File: src/rtl/fft_band_power.sv
// rtl/fft_band_power.sv - octave-band mean power of a 512-bin FFT frame (bins 1..255, 8 bands)
// Optional peak-hold with per-frame decay when FFT_BAND_PEAK_HOLD_EN is defined.
module fft_band_power #(
  parameter int DECAY_SHIFT = 3
) (
  input  logic         i_clk,
  input  logic         i_reset_n,
  input  logic         i_ce,
  input  logic [15:0]  i_sample,
  input  logic         i_sync,
  output logic [127:0] o_band,
  output logic         o_valid,
  output logic         o_err
);

  typedef enum logic {S_WAIT, S_RUN} state_t;

  state_t     state;
  logic [8:0] cnt;

  logic       take;
  logic       resync;
  logic [8:0] bin_now;

  // cnt holds the index of the last accepted bin; the incoming sample is cnt+1.
  always_comb begin
    take    = 1'b0;
    resync  = 1'b0;
    bin_now = 9'd0;
    if (i_ce) begin
      if (state == S_RUN) begin
        take = 1'b1;
        if (i_sync && cnt != 9'd511) resync = 1'b1;
        else                         bin_now = cnt + 9'd1;
      end else if (i_sync) begin
        take = 1'b1;
      end
    end
  end

  always_ff @(posedge i_clk or negedge i_reset_n) begin
    if (!i_reset_n) begin
      state <= S_WAIT;
      cnt   <= 9'd0;
      o_err <= 1'b0;
    end else begin
      o_err <= resync;
      if (take) begin
        state <= S_RUN;
        cnt   <= bin_now;
      end
    end
  end

  logic [7:0]  re_mag;
  logic [7:0]  im_mag;
  logic [14:0] s1_re_sq;
  logic [14:0] s1_im_sq;
  logic [8:0]  s1_bin;
  logic        s1_valid;

  // Squaring the magnitude keeps -128 exact (0x80 -> 128 -> 16384).
  assign re_mag = i_sample[15] ? (8'd0 - i_sample[15:8]) : i_sample[15:8];
  assign im_mag = i_sample[7]  ? (8'd0 - i_sample[7:0])  : i_sample[7:0];

  always_ff @(posedge i_clk or negedge i_reset_n) begin
    if (!i_reset_n) begin
      s1_re_sq <= 15'd0;
      s1_im_sq <= 15'd0;
      s1_bin   <= 9'd0;
      s1_valid <= 1'b0;
    end else begin
      s1_valid <= take;
      if (take) begin
        s1_re_sq <= {7'd0, re_mag} * {7'd0, re_mag};
        s1_im_sq <= {7'd0, im_mag} * {7'd0, im_mag};
        s1_bin   <= bin_now;
      end
    end
  end

  logic [15:0] power;
  logic        band_hit;
  logic [2:0]  band_idx;

  assign power = {1'b0, s1_re_sq} + {1'b0, s1_im_sq};

  always_comb begin
    band_hit = (s1_bin[8] == 1'b0) && (s1_bin[7:0] != 8'd0);
    band_idx = 3'd0;
    for (int k = 0; k < 8; k++) begin
      if (s1_bin[k]) band_idx = 3'(k);
    end
  end

  logic [22:0] acc [8];
  logic        s2_pub;

  always_ff @(posedge i_clk or negedge i_reset_n) begin
    if (!i_reset_n) begin
      for (int k = 0; k < 8; k++) acc[k] <= 23'd0;
      s2_pub <= 1'b0;
    end else begin
      s2_pub <= s1_valid && (s1_bin == 9'd255);
      if (s1_valid) begin
        if (s1_bin == 9'd0) begin
          for (int k = 0; k < 8; k++) acc[k] <= 23'd0;
        end else if (band_hit) begin
          acc[band_idx] <= acc[band_idx] + {7'd0, power};
        end
      end
    end
  end

  logic [127:0] next_band;
  logic [15:0]  level;

`ifdef FFT_BAND_PEAK_HOLD_EN
  logic [15:0] prev;
  logic [15:0] decayed;

  always_comb begin
    next_band = 128'd0;
    level     = 16'd0;
    prev      = 16'd0;
    decayed   = 16'd0;
    for (int k = 0; k < 8; k++) begin
      level   = 16'(acc[k] >> k);
      prev    = o_band[16*k +: 16];
      decayed = prev - (prev >> DECAY_SHIFT);
      next_band[16*k +: 16] = (level > decayed) ? level : decayed;
    end
  end
`else
  logic unused_decay;
  assign unused_decay = |DECAY_SHIFT;

  always_comb begin
    next_band = 128'd0;
    level     = 16'd0;
    for (int k = 0; k < 8; k++) begin
      level = 16'(acc[k] >> k);
      next_band[16*k +: 16] = level;
    end
  end
`endif

  always_ff @(posedge i_clk or negedge i_reset_n) begin
    if (!i_reset_n) begin
      o_band  <= 128'd0;
      o_valid <= 1'b0;
    end else begin
      o_valid <= s2_pub;
      if (s2_pub) o_band <= next_band;
    end
  end

endmodule
File: config.mk
export PLATFORM = sky130hd
export DESIGN_NAME = fft_band_power
export DESIGN_NICKNAME = d
export VERILOG_FILES = /design/src/rtl/fft_band_power.sv
export SDC_FILE = /design/constraint.sdc
export NUM_CORES = 1
export LEC_CHECK = 0
export ABC_AREA = 1
export BUFFER_PORTS_ARGS = -buffer_cell sky130_fd_sc_hd__buf_2
export CAP_MARGIN = 30
export CORE_MARGIN = 10
export CORE_UTILIZATION = 60
export DETAILED_ROUTE_END_ITERATION = 12
export PLACE_DENSITY_LB_ADDON = 0.05
export SYNTH_ARGS = -nofsm -noshare
export SYNTH_HDL_FRONTEND = slang
export SYNTH_SLANG_ARGS = --single-unit
File: constraint.sdc
create_clock -name i_clk -period 5.45 [get_ports i_clk]
set_input_delay 1.09 -clock i_clk [delete_from_list [all_inputs] [get_ports i_clk]]
set_output_delay 1.09 -clock i_clk [all_outputs]
set_load 0.02 [all_outputs]
==> flow_results.xml <==
<?xml version="1.0" encoding="UTF-8"?>
<metrics>
  <group name="route">
    <metric name="dr.pass1.iters" unit="">6</metric>
    <metric name="via_per_inst" unit="">5.67</metric>
    <metric name="detail-route-antenna-nets" unit="">0</metric>
    <metric name="detailed_route_via_count" unit="">15900</metric>
    <metric name="drt_iter0_drc" unit="">1421</metric>
    <metric name="routedWlPerCell" unit="um">18.6</metric>
    <metric name="drcViolationCount" unit="">0</metric>
    <metric name="route.final.wire_length" unit="um">52200</metric>
  </group>
  <group name="clocking">
    <metric name="clock_tree_from_tritoncts" unit="">done</metric>
    <metric name="cts_clock_pin_slew_for_the_worst_setup_and_hold_paths" unit="ns">0.06</metric>
    <metric name="max-clock-path-buffers" unit="">3</metric>
    <metric name="cts_sinks" unit="">354</metric>
    <metric name="tritoncts.num_buffers" unit="">38</metric>
    <metric name="holdBufCountCts" unit="">0</metric>
    <metric name="cts.htree.levels" unit="">2</metric>
    <metric name="root_buffer" unit="">sky130_fd_sc_hd__clkbuf_16</metric>
    <metric name="clk_latency" unit="ns">0.53</metric>
  </group>
  <group name="setup_path">
    <metric name="kind_of_start_point_of_the_critical_path" unit="">primary input</metric>
    <metric name="worst_ep_arrival" unit="ns">5.69</metric>
    <metric name="cp-end-kind" unit="">register</metric>
    <metric name="timing.rr.start" unit="">s1_bin[2]$_DFFE_PN0P_</metric>
    <metric name="r2r.worst_path.cells" unit="">24</metric>
    <metric name="ff2ff_setup_slack" unit="ns">0.55</metric>
    <metric name="crit_path_max_fanout" unit="">5</metric>
    <metric name="timing.critical_path.required" unit="ns">5.88</metric>
    <metric name="kind_of_critical_path" unit="">primary input to register</metric>
    <metric name="worstReg2RegEnd" unit="">acc[113]$_DFFE_PN0P_</metric>
  </group>
  <group name="final_layout">
    <metric name="fillers" unit="">2519</metric>
    <metric name="register_area" unit="um2">8860</metric>
    <metric name="fin_cells" unit="">2799</metric>
    <metric name="layout-area-overhead-vs-synth" unit="%">17.7</metric>
    <metric name="layout_commonest_cell" unit="">sky130_fd_sc_hd__nand2_1</metric>
    <metric name="final_net_count" unit="">2530</metric>
    <metric name="post-route-cell-area" unit="um2">22400</metric>
    <metric name="mostFrequentLayoutCells" unit="">sky130_fd_sc_hd__nand2_1, sky130_fd_sc_hd__dfrtp_1, sky130_fd_sc_hd__inv_1</metric>
    <metric name="antenna_cells_inserted" unit="">0</metric>
    <metric name="multi_input_area" unit="um2">8990</metric>
    <metric name="postLayoutCoreUtil" unit="%">71.3</metric>
    <metric name="drive_above_1_share" unit="%">19.9</metric>
  </group>
  <group name="die">
    <metric name="die-width" unit="um">198</metric>
    <metric name="initial_utilization" unit="%">60.5</metric>
    <metric name="core" unit="um2">31500</metric>
    <metric name="boundaryPins" unit="">150</metric>
    <metric name="std_cell_rows" unit="">65</metric>
    <metric name="die_height" unit="um">198</metric>
    <metric name="die_outline_area" unit="um2">39300</metric>
  </group>
  <group name="synth">
    <metric name="synth.area.top_cells" unit="">sky130_fd_sc_hd__dfrtp_1, sky130_fd_sc_hd__nand2_1, sky130_fd_sc_hd__fa_1</metric>
    <metric name="post_synth_num_cell_types" unit="">46</metric>
    <metric name="synth_sequential_area_ratio" unit="%">46.5</metric>
    <metric name="synth_async_sr_flop_share" unit="%">100</metric>
    <metric name="synth_enable_flop_cells" unit="">0</metric>
    <metric name="synth_top_cell_area_share" unit="%">46.5</metric>
    <metric name="syn-instance-count" unit="">2120</metric>
    <metric name="syn_area" unit="um2">19100</metric>
    <metric name="synthesis.area_per_instance" unit="um2">8.99</metric>
    <metric name="yosysWarnings" unit="">0</metric>
    <metric name="synth-main-ff-cell" unit="">sky130_fd_sc_hd__dfrtp_1</metric>
    <metric name="synthDominantAreaCellType" unit="">sky130_fd_sc_hd__dfrtp_1</metric>
    <metric name="postSynthRegisterBits" unit="">354</metric>
  </group>
  <group name="place">
    <metric name="portBuffers" unit="">149</metric>
    <metric name="gp_congestion" unit="">0.941</metric>
    <metric name="postPlaceCellArea" unit="um2">21100</metric>
    <metric name="detailedPlacementHpwl" unit="um">38400</metric>
    <metric name="placed_cells" unit="">2728</metric>
  </group>
  <group name="sta">
    <metric name="shortest_period_the_worst_path_allows" unit="ns">5.25</metric>
    <metric name="worst-slew-pin-transition" unit="ns">0.939</metric>
    <metric name="period_share" unit="%">96.4</metric>
    <metric name="setup_repair_after_global_routing_missed_its_margin" unit="">yes</metric>
    <metric name="hold_violations" unit="">0</metric>
    <metric name="skew" unit="ns">0.0187</metric>
    <metric name="hold-worst-slack" unit="ns">0.474</metric>
    <metric name="maxClockFrequency" unit="MHz">190</metric>
    <metric name="timing.final.setup_violations" unit="">0</metric>
    <metric name="final-max-slew-violation-count" unit="">0</metric>
    <metric name="slew-limit-headroom" unit="%">37.4</metric>
  </group>
  <group name="job">
    <metric name="drv_cap" unit="">0</metric>
  </group>
  <group name="global_route">
    <metric name="antenna_found_initial" unit="">0</metric>
    <metric name="via_count_of_the_first_global_routing_pass" unit="">15900</metric>
    <metric name="globalRouteTotalUtil" unit="%">26.8</metric>
    <metric name="grt_start_max_net_pins" unit="">126</metric>
    <metric name="overflow" unit="">0</metric>
    <metric name="global_route_wire_length_before_repair" unit="um">84200</metric>
  </group>
  <group name="pwr">
    <metric name="power.switching_fraction" unit="%">42.2</metric>
    <metric name="share_comb_of_total_power" unit="%">47.8</metric>
    <metric name="vdd.ir_drop.worst" unit="mV">0.411</metric>
    <metric name="cell_internal_pwr" unit="mW">6.26</metric>
    <metric name="power.density_cell_area" unit="nW/um2">483</metric>
    <metric name="clockPowerShare" unit="%">24.5</metric>
    <metric name="post-layout-total-power" unit="mW">10.8</metric>
    <metric name="leak" unit="nW">11.8</metric>
    <metric name="power.share.sequential" unit="%">27.7</metric>
    <metric name="total_switching_power" unit="mW">4.57</metric>
  </group>
  <group name="min_path">
    <metric name="hold_start" unit="">acc[90]$_DFFE_PN0P_</metric>
    <metric name="hold_end" unit="">acc[90]$_DFFE_PN0P_</metric>
    <metric name="worstHoldPathCells" unit="">2</metric>
    <metric name="worst_hold_path_type" unit="">register to register</metric>
  </group>
  <group name="outcome">
    <metric name="outcome" unit="">completed</metric>
  </group>
</metrics>
layer usage:
layer	track usage [%]	part of all wire, %
met5	0	0
met4	8.03	2.7
met3	4.07	7.4
met2	45.3	49
met1	34.8	41
Yosys cell counts (17+ instances only):
library cell	count
sky130_fd_sc_hd__xor2_1	23
sky130_fd_sc_hd__nand2_2	18
sky130_fd_sc_hd__xnor2_1	18
sky130_fd_sc_hd__mux2_2	56
sky130_fd_sc_hd__inv_1	259
sky130_fd_sc_hd__clkbuf_1	40
sky130_fd_sc_hd__nand3_1	103
sky130_fd_sc_hd__o21ai_0	154
sky130_fd_sc_hd__fa_1	65
sky130_fd_sc_hd__nor2_1	179
sky130_fd_sc_hd__o22ai_1	80
sky130_fd_sc_hd__dfrtp_1	354
sky130_fd_sc_hd__buf_2	17
sky130_fd_sc_hd__o21ai_1	20
sky130_fd_sc_hd__nand2_1	396
sky130_fd_sc_hd__ha_1	77
sky130_fd_sc_hd__a21oi_1	138
registers in the layout (all words and copies together), names as in the netlist:
name and flops:
o_valid 1, state 1, o_band 128, o_err 1
s1_re_sq 14, acc 184, s1_bin 9, s1_valid 1
s1_im_sq 14, s2_pub 1
stage by stage:
step / worst slack [ns] / setup TNS [ns]
after global routing: -0.00110 / -0.00121
after CTS: 0.167 / 0
final: 0.197 / 0
after detailed placement: -0.359 / -2.26
after global placement: -0.249 / -1.05
after floorplan: -0.00641 / -0.00641
timing repair:
item,4_1_cts,5_1_grt
setup endpoints to repair,0,5
buffers inserted,0,1
gates resized for setup,0,13
power by group through the flow:
stage                     combinational, mW  sequential [mW]  clock (mW)
after floorplan                        2.94             3.00           0
after global placement                 4.85             3.05           0
after detailed placement               5.01             3.05           0
after CTS                              5.05             3.01        2.67
after global routing                   5.62             3.03        2.77
final                                  5.18             3.01        2.65
critical path, stage by stage:
cell and delay, ns:
sky130_fd_sc_hd__buf_2 0.18, sky130_fd_sc_hd__clkinv_8 0.06, sky130_fd_sc_hd__ha_4 0.16, sky130_fd_sc_hd__nand3_2 0.07, sky130_fd_sc_hd__o21ai_2 0.07, sky130_fd_sc_hd__or2_4 0.26, sky130_fd_sc_hd__nand2_4 0.09, sky130_fd_sc_hd__inv_4 0.04
sky130_fd_sc_hd__nor2_4 0.12, sky130_fd_sc_hd__inv_2 0.05, sky130_fd_sc_hd__fa_1 0.49, sky130_fd_sc_hd__inv_1 0.05, sky130_fd_sc_hd__fa_1 0.47, sky130_fd_sc_hd__inv_1 0.05, sky130_fd_sc_hd__fa_1 0.48, sky130_fd_sc_hd__inv_1 0.05
sky130_fd_sc_hd__fa_1 0.55, sky130_fd_sc_hd__ha_4 0.23, sky130_fd_sc_hd__a21oi_2 0.16, sky130_fd_sc_hd__o21ai_1 0.11, sky130_fd_sc_hd__a21oi_2 0.15, sky130_fd_sc_hd__o21ai_1 0.09, sky130_fd_sc_hd__a21o_1 0.18, sky130_fd_sc_hd__or2_2 0.26
sky130_fd_sc_hd__a31oi_1 0.15
kinds of logic after synthesis:
group           share of synthesized area, %
compound gates                          12.4
xor+xnor                                1.97
fa+ha+maj                               11.9
buf+inv                                 7.20
flops                                   46.5
mux                                     3.31
other cells                           0.0394
simple gates                            16.7
area by class of cell:
class                           count  share of cell area [%]
Sequential cell                   354                    39.5
Clock buffer                       61                    5.26
Tap cell                          402                    2.24
Inverter                          276                    4.72
Clock inverter                      8                   0.519
Multi-Input combinational cell   1429                    40.1
Timing Repair Buffer              269                    7.65
how the worst max path moves through the flow:
stage                                to  slack (ns)         from
6_report       s1_re_sq[13]$_DFFE_PN0P_        0.20  i_sample[8]
5_1_grt        s1_re_sq[13]$_DFFE_PN0P_      -0.001  i_sample[8]
4_1_cts        s1_re_sq[13]$_DFFE_PN0P_        0.17  i_sample[8]
3_5_place_dp   s1_re_sq[13]$_DFFE_PN0P_       -0.36  i_sample[8]
3_3_place_gp   s1_re_sq[13]$_DFFE_PN0P_       -0.25  i_sample[8]
2_1_floorplan  s1_im_sq[13]$_DFFE_PN0P_      -0.006  i_sample[0]
Power figures use the tool's default switching activity.
